**src/rtl/serial_addsub_pkg.sv**
```systemverilog
// Shared types for the bit-serial adder/subtractor: FSM state encoding.
package serial_addsub_pkg;

  localparam int STATE_W = 2;

  typedef enum logic [STATE_W-1:0] {
    IDLE = 2'd0,
    RUN  = 2'd1,
    DONE = 2'd2
  } state_t;

endpackage

```
**src/rtl/serial_addsub_fa_cell.sv**
```systemverilog
// One-bit full adder used as the single arithmetic cell of serial_addsub.
module fa_cell (
  input  logic a,
  input  logic b,
  input  logic cin,
  output logic s,
  output logic c
);

  assign s = a ^ b ^ cin;
  assign c = (a & b) | (a & cin) | (b & cin);

endmodule

```
**src/rtl/serial_addsub.sv**
```systemverilog
// Bit-serial adder/subtractor, LSB first, one full-adder cell with a registered carry.
// Define SERIAL_ADDSUB_OVF_EN to add the signed-overflow output ovf.
module serial_addsub
  import serial_addsub_pkg::*;
#(
  parameter int WIDTH = 8
) (
  input  logic             clk,
  input  logic             rst_n,
  input  logic             start,
  input  logic             sub,
  input  logic [WIDTH-1:0] a,
  input  logic [WIDTH-1:0] b,
  output logic             busy,
  output logic             done,
  output logic [WIDTH-1:0] sum,
  output logic             cout
`ifdef SERIAL_ADDSUB_OVF_EN
  ,
  output logic             ovf
`endif
);

  localparam int CNT_W = $clog2(WIDTH + 1);

  state_t             state;
  state_t             state_next;
  logic [WIDTH-1:0]   op_a;
  logic [WIDTH-1:0]   op_b;
  logic [WIDTH-1:0]   sum_sr;
  logic [WIDTH-1:0]   sum_shift;
  logic               carry;
  logic [CNT_W-1:0]   cnt;
  logic               last_bit;
  logic               fa_s;
  logic               fa_c;

  fa_cell u_fa (
    .a   (op_a[0]),
    .b   (op_b[0]),
    .cin (carry),
    .s   (fa_s),
    .c   (fa_c)
  );

  assign last_bit  = (cnt == CNT_W'(WIDTH - 1));
  // New result bit enters at the MSB so the LSB lands at bit 0 after WIDTH shifts.
  assign sum_shift = (sum_sr >> 1) | (WIDTH'(fa_s) << (WIDTH - 1));

  assign busy = (state == RUN);
  assign done = (state == DONE);

  always_ff @(posedge clk or negedge rst_n) begin
    if (!rst_n) begin
      state <= IDLE;
    end else begin
      state <= state_next;
    end
  end

  always_comb begin
    state_next = state;
    case (state)
      IDLE:    if (start) state_next = RUN;
      RUN:     if (last_bit) state_next = DONE;
      DONE:    state_next = IDLE;
      default: state_next = IDLE;
    endcase
  end

  always_ff @(posedge clk or negedge rst_n) begin
    if (!rst_n) begin
      op_a   <= '0;
      op_b   <= '0;
      sum_sr <= '0;
      carry  <= 1'b0;
      cnt    <= '0;
      sum    <= '0;
      cout   <= 1'b0;
`ifdef SERIAL_ADDSUB_OVF_EN
      ovf    <= 1'b0;
`endif
    end else begin
      case (state)
        IDLE: begin
          if (start) begin
            // Subtraction is a + ~b + 1: the +1 comes in as the initial carry.
            op_a   <= a;
            op_b   <= sub ? ~b : b;
            carry  <= sub;
            cnt    <= '0;
            sum_sr <= '0;
          end
        end
        RUN: begin
          op_a   <= op_a >> 1;
          op_b   <= op_b >> 1;
          sum_sr <= sum_shift;
          carry  <= fa_c;
          cnt    <= cnt + CNT_W'(1);
          if (last_bit) begin
            sum  <= sum_shift;
            cout <= fa_c;
`ifdef SERIAL_ADDSUB_OVF_EN
            // On the last bit, carry holds the carry into the MSB.
            ovf  <= carry ^ fa_c;
`endif
          end
        end
        default: ;
      endcase
    end
  end

endmodule

```
**config.mk**
```make
export PLATFORM = sky130hd
export DESIGN_NAME = serial_addsub
export DESIGN_NICKNAME = d
export VERILOG_FILES = /design/src/rtl/serial_addsub_pkg.sv /design/src/rtl/serial_addsub_fa_cell.sv /design/src/rtl/serial_addsub.sv
export SDC_FILE = /design/constraint.sdc
export NUM_CORES = 1
export LEC_CHECK = 0
export CORE_ASPECT_RATIO = 0.7
export CORE_MARGIN = 4
export CORE_UTILIZATION = 32
export DETAILED_ROUTE_END_ITERATION = 10
export GPL_TIMING_DRIVEN = 0
export PLACE_DENSITY = 0.56
export REMOVE_ABC_BUFFERS = 1
export SYNTH_ARGS = -nofsm -noshare
export SYNTH_HDL_FRONTEND = slang
export SYNTH_SLANG_ARGS = --single-unit
```
**constraint.sdc**
```tcl
create_clock -name clk -period 1.8 [get_ports clk]
set_input_delay 0.18 -clock clk [delete_from_list [all_inputs] [get_ports clk]]
set_output_delay 0.18 -clock clk [all_outputs]
set_load 0.05 [all_outputs]
```
==> results.toml, run 1 <==
[outcome]
status = "finished, final reports clean"

[floorplan]
fp.dieH_um = 70.08
ios = 31
die_w_um = 96.69
dieArea_um2 = 6776
core-area_um2 = 5285
initial_utilization = 0.3333
placementRows = 22

[drt]
wire_per_inst_um = 14.77
vias_per_cell = 5.117
drt-pass1-iter-count = 5
vias = 1315
post-route-drc-count = 0
drtIter0Drc = 36
totalWireLength_mm = 3.797
detail-route-antenna-nets = 0

[critical_path]
path_class = "flop to output port"
worstPathArrival_ps = 1560
reg2reg_from = "state[1]"
required_ps = 1620
r2r_cells = 4
end_kind = "output port"
path_max_fanout = 22
regToRegSetupSlack_ps = 180
worstReg2RegEnd = "sum[1]"
critPathLaunchType = "flop"

[global_route]
grt_pass1_vias = 1447
overflow = 0
grt_max_degree = 40
grtUsageTotal = 0.1164
grt_pass1_wl_mm = 6.513
antenna_found_initial = 0

[timing]
worst_pin_slew_ps = 880.3
setup_viol = 0
fmax_mhz = 575.5
hold_viol = 0
whs_ps = 12.24
post-route-period-util = 0.9654
timing.slew.headroom = 0.4131
rsz0062_at_grt = "no"
finalCriticalPeriod_ps = 1738
finalClockSkew_ps = 4.598
slew_violations = 0

[yosys]
syn_area_um2 = 1762
ys_seq_area_frac = 0.5540
yosysMostFrequentCell = "dfrtp_1"
synthTopCellsByArea = "dfrtp_1 (55%), mux2_2 (5.8%), a22oi_1 (4.7%)"
ys_async_sr_fraction = 1.000
ys_top_cells_by_count = "dfrtp_1 (39), nand2_1 (16), a22oi_1 (11), nor2b_1 (11), o21ai_0 (11)"
synth_edf_count = 0
synth_top_area_cell = "dfrtp_1"
synth_top_area_frac = 0.5540
yosys_warnings = 0
ys_ff_latch = 39
syn_inst = 155
yosysUniqueCellTypes = 26
synth.avg_cell_area_um2 = 11.37
synth_ff_type = "dfrtp_1"

[placed_design]
io_buffers = 30
dp_hpwl_mm = 2.425
gp_congestion = 0.6893

[clock_network]
htree_num_levels = 2
ctsLongestPathBuffers = 2
cts_buffers = 5
clkSlewWorstSetupHoldPaths_ps = 70
cts-root-buf = "clkbuf_8"
ctsHoldBuffers = 0
clk-insertion-delay-late_ps = 280
cts_sinks = 39
cts_tree = "built"

[pwr]
power_density_nw_per_um2 = 1743
peakVddDrop_uv = 484.0
total_power_mw = 3.976
cellLeakagePower_nw = 0.9496

[cells_and_area]
syn2layout_area_growth_pct = 29.47
nets = 206
diodes = 0
final.fill_count = 509
drive_gt1_frac = 0.1514
seq_area_um2 = 983.4
multi_input_area_um2 = 758.2

[hold_path]
min-delay-path-class = "input pin to asynchronous set/reset pin"

[run]
cap_violations = 0
==> stage by stage <==
step	worst slack, ps	cell area, um^2	util	instances	setup TNS, ps
after floorplan	-208.7	1719	-	145	-3181
after CTS	40.33	2255	0.4266	256	0
after global routing	7.037	2281	0.4316	257	0
after global placement	-801.3	2110	0.3991	247	-29170
after detailed placement	-819.3	2105	0.3982	247	-15640
final	62.23	2281	0.4316	257	0
==> per-layer routing <==
metal | track usage | vias to the layer above | wire length (um)
met5 | 0 | - | 0
met1 | 0.1456 | 659 | 1791
met4 | 0.04673 | 0 | 54
li1 | - | 614 | -
met3 | 0.04192 | 8 | 195
met2 | 0.1835 | 34 | 1755
==> timing repair <==
item / 4_1_cts / 5_1_grt
resized for setup: 14 / 5
setup endpoints to repair: 39 / 11
pin swaps: 1 / 0
cloned: 0 / 0
setup buffers: 1 / 1
==> cell families after synthesis <==
| family | count (synthesis) | synth area share |
|---|---|---|
| adder cells (fa/ha/maj) | 2 | 0.01847 |
| flip-flops | 39 | 0.5540 |
| AO/OA/AOI/OAI | 50 | 0.1932 |
| AND/OR/NAND/NOR | 35 | 0.1051 |
| multiplexers | 10 | 0.06321 |
| buffers and inverters | 11 | 0.02628 |
| XOR/XNOR | 8 | 0.03977 |
==> where the power goes <==
part | internal [mW] | switching, mW
logic | 0.709 | 0.919
registers | 1.25 | 0.347
clock network | 0.449 | 0.303
==> cell type report <==
class                           instances  area share
Sequential cell                        39      0.4312
Multi-Input combinational cell        105      0.3324
Timing Repair Buffer                   32      0.1415
Tap cell                               72     0.03950
Clock buffer                            6     0.03620
Clock inverter                          2     0.01536
Inverter                                1    0.003840
==> sequential cells by signal, indices dropped and copies added (netlist names) <==
register,cells
op_a,8
op_b,8
sum,8
sum_sr,7
cnt,4
state,2
carry,1
cout,1
==> worst max-delay path by stage <==
stage,to,slack [ps],from,cells past startpoint
finish,done,60,state[0],2
global route,done,7,state[0],2
CTS,op_b[3],40,start,4
detailed placement,busy,-820,state[1],3
global placement,busy,-800,state[1],3
floorplan,op_a[1],-210,state[1],4
==> worst max-delay path, cell delays in order, from the launching register on <==
cell and delay, ps:
dfrtp_4 600, nor2b_1 150, clkdlybuf4s15_1 510
==> cell usage in the layout (no fill, tap or decap), types with 2 or more instances in the layout <==
master            n
buf_4             2
a21oi_1          10
o221ai_1          5
dfrtp_4           2
nor2_1            2
xnor2_1           8
nor2b_1          10
o211ai_1          2
clkdlybuf4s50_1  26
nand2b_1          2
dfrtp_1          37
a22oi_1          11
mux2_2            9
clkbuf_8          6
o21ai_0          11
a22o_1            9
nand2_1          16
No activity file was read; power rests on OpenSTA's default activity.
==> run 2: changes to the inputs <==
--- a/config.mk
+++ b/config.mk
@@ -10,7 +10,7 @@
 export CORE_UTILIZATION = 32
 export DETAILED_ROUTE_END_ITERATION = 10
 export GPL_TIMING_DRIVEN = 0
-export PLACE_DENSITY = 0.56
+export PLACE_DENSITY = 0.58
 export REMOVE_ABC_BUFFERS = 1
 export SYNTH_ARGS = -nofsm -noshare
 export SYNTH_HDL_FRONTEND = slang
==> constraint.sdc (replaced) <==
create_clock -name clk -period 1.5 [get_ports clk]
set_input_delay 0.15 -clock clk [delete_from_list [all_inputs] [get_ports clk]]
set_output_delay 0.15 -clock clk [all_outputs]
set_load 0.05 [all_outputs]
==> results.toml, run 2 (synthesis gave the netlist of run 1 again) <==
[outcome]
status = "finished with violations"
violations = "negative hold slack"

[global_route]
grtUsageTotal = 0.1215
grt_pass1_wl_mm = 6.775
grt_pass1_vias = 1452
antenna_found_initial = 0
overflow = 0
grt_max_degree = 40

[cells_and_area]
nets = 212
layout_common_cells = "dfrtp_1 (37), clkdlybuf4s50_1 (17), nand2_1 (16), a22oi_1 (11)"
final_area_um2 = 2292
multi_input_area_um2 = 768.2
drive_gt1_frac = 0.1832
final_common_cell = "dfrtp_1"
diodes = 0
utilization = 0.4337
seq_area_um2 = 983.4
final.fill_count = 514
syn2layout_area_growth_pct = 30.11
reg.largest.list = "op_a (8), op_b (8), sum (8)"

[timing]
rsz0062_at_grt = "yes"
timing.slew.headroom = 0.4152
fmax_mhz = 669.2
slew_violations = 0
setup_viol = 0
finalClockSkew_ps = 2.617
post-route-period-util = 0.9963
worst_pin_slew_ps = 877.2
whs_ps = -20.84
finalCriticalPeriod_ps = 1494
layout_setup_ws_ps = 5.601
hold_viol = 39

[clock_network]
ctsHoldBuffers = 0
cts_buffers = 5
ctsLongestPathBuffers = 2
clk-insertion-delay-late_ps = 290
htree_num_levels = 2
cts_tree = "built"
cts-root-buf = "clkbuf_8"
cts_sinks = 39
clkSlewWorstSetupHoldPaths_ps = 70

[critical_path]
r2r_cells = 4
worstPathArrival_ps = 1670
path_class = "flop to flop"
path_buf_inv = 1
path_max_fanout = 10
reg2reg_from = "state[1]"
critPathLaunchType = "flop"
required_ps = 1670
slowest_stage = "dfrtp_4"
end_kind = "flop"
cp_cell_sequence = "nand2b_4 > nor3_4 > buf_12 > mux2_2"
path_depth = 4
slowest_delay_ps = 480
regToRegSetupSlack_ps = 6
worstReg2RegEnd = "cout"
cp_top_family = "flip-flops"

[floorplan]
ios = 31
dieArea_um2 = 6776
core-area_um2 = 5285
placementRows = 22
initial_utilization = 0.3333
fp.dieH_um = 70.08
die_w_um = 96.69

[drt]
vias = 1324
vias_per_cell = 5.034
totalWireLength_mm = 3.995
detail-route-antenna-nets = 0
wire_per_inst_um = 15.19
post-route-drc-count = 0
drtIter0Drc = 56
drt-pass1-iter-count = 4

[placed_design]
io_buffers = 30
gp_congestion = 0.7113
place_area_um2 = 2105
dp_hpwl_mm = 2.466
pre_cts_ws_ps = -1133

[pwr]
total_power_mw = 4.653
cellLeakagePower_nw = 0.9891
peakVddDrop_uv = 464.2
power_density_nw_per_um2 = 2030

[run]
cap_violations = 0

[hold_path]
min-delay-path-class = "input pin to asynchronous set/reset pin"
## run 2: cell types whose count changed in the layout (fill, tap and decap cells not counted), moves of 2 or more
cell             delta
dlygate4sd2_1      +10
buf_2               +2
buf_4               +4
clkbuf_1            +2
clkdlybuf4s50_1     -9
## run 2: layout make-up
| type | count | share of cell area |
|---|---|---|
| Sequential cell | 39 | 0.4290 |
| Multi-Input combinational cell | 105 | 0.3352 |
| Timing Repair Buffer | 38 | 0.1539 |
| Tap cell | 72 | 0.03930 |
| Inverter | 1 | 0.007096 |
| Clock buffer | 7 | 0.03330 |
| Clock inverter | 1 | 0.002183 |
## run 2: through the flow
step	std cells	setup TNS (ps)
finish	263	0
CTS	261	-21.11
detailed placement	247	-29430
global route	263	-377.2
floorplan	145	-10570
global placement	247	-50670
## run 2: per-layer routing
| layer | track usage | vias to the layer above | routed length, um |
|---|---|---|---|
| met5 | 0 | - | 0 |
| met4 | 0.03894 | 0 | 29 |
| met3 | 0.04291 | 7 | 224 |
| met2 | 0.1934 | 31 | 1839 |
| met1 | 0.1548 | 658 | 1902 |
| li1 | - | 628 | - |
## run 2: worst max-delay path by stage
stage | start | endpoint | slack [ps]
floorplan | state[1] | op_a[1] | -510
global placement | state[1] | busy | -1080
detailed placement | state[1] | busy | -1130
CTS | state[0] | busy | -20
global route | state[1] | sum[4] | -50
finish | state[1] | cout | 6
## run 2: what timing repair did
action                                  4_1_cts  5_1_grt
gates resized for setup                      35        3
pin swaps                                     1        1
setup buffers                                 6        2
endpoints found under the setup margin       50       20
## run 2: report_power, final
part | internal (mW) | leakage (nW) | switching, mW
Clock | 0.326 | 0.0422 | 0.355
Combinational | 0.889 | 0.440 | 1.24
Sequential | 1.50 | 0.507 | 0.340
Total | 2.71 | 0.989 | 1.94
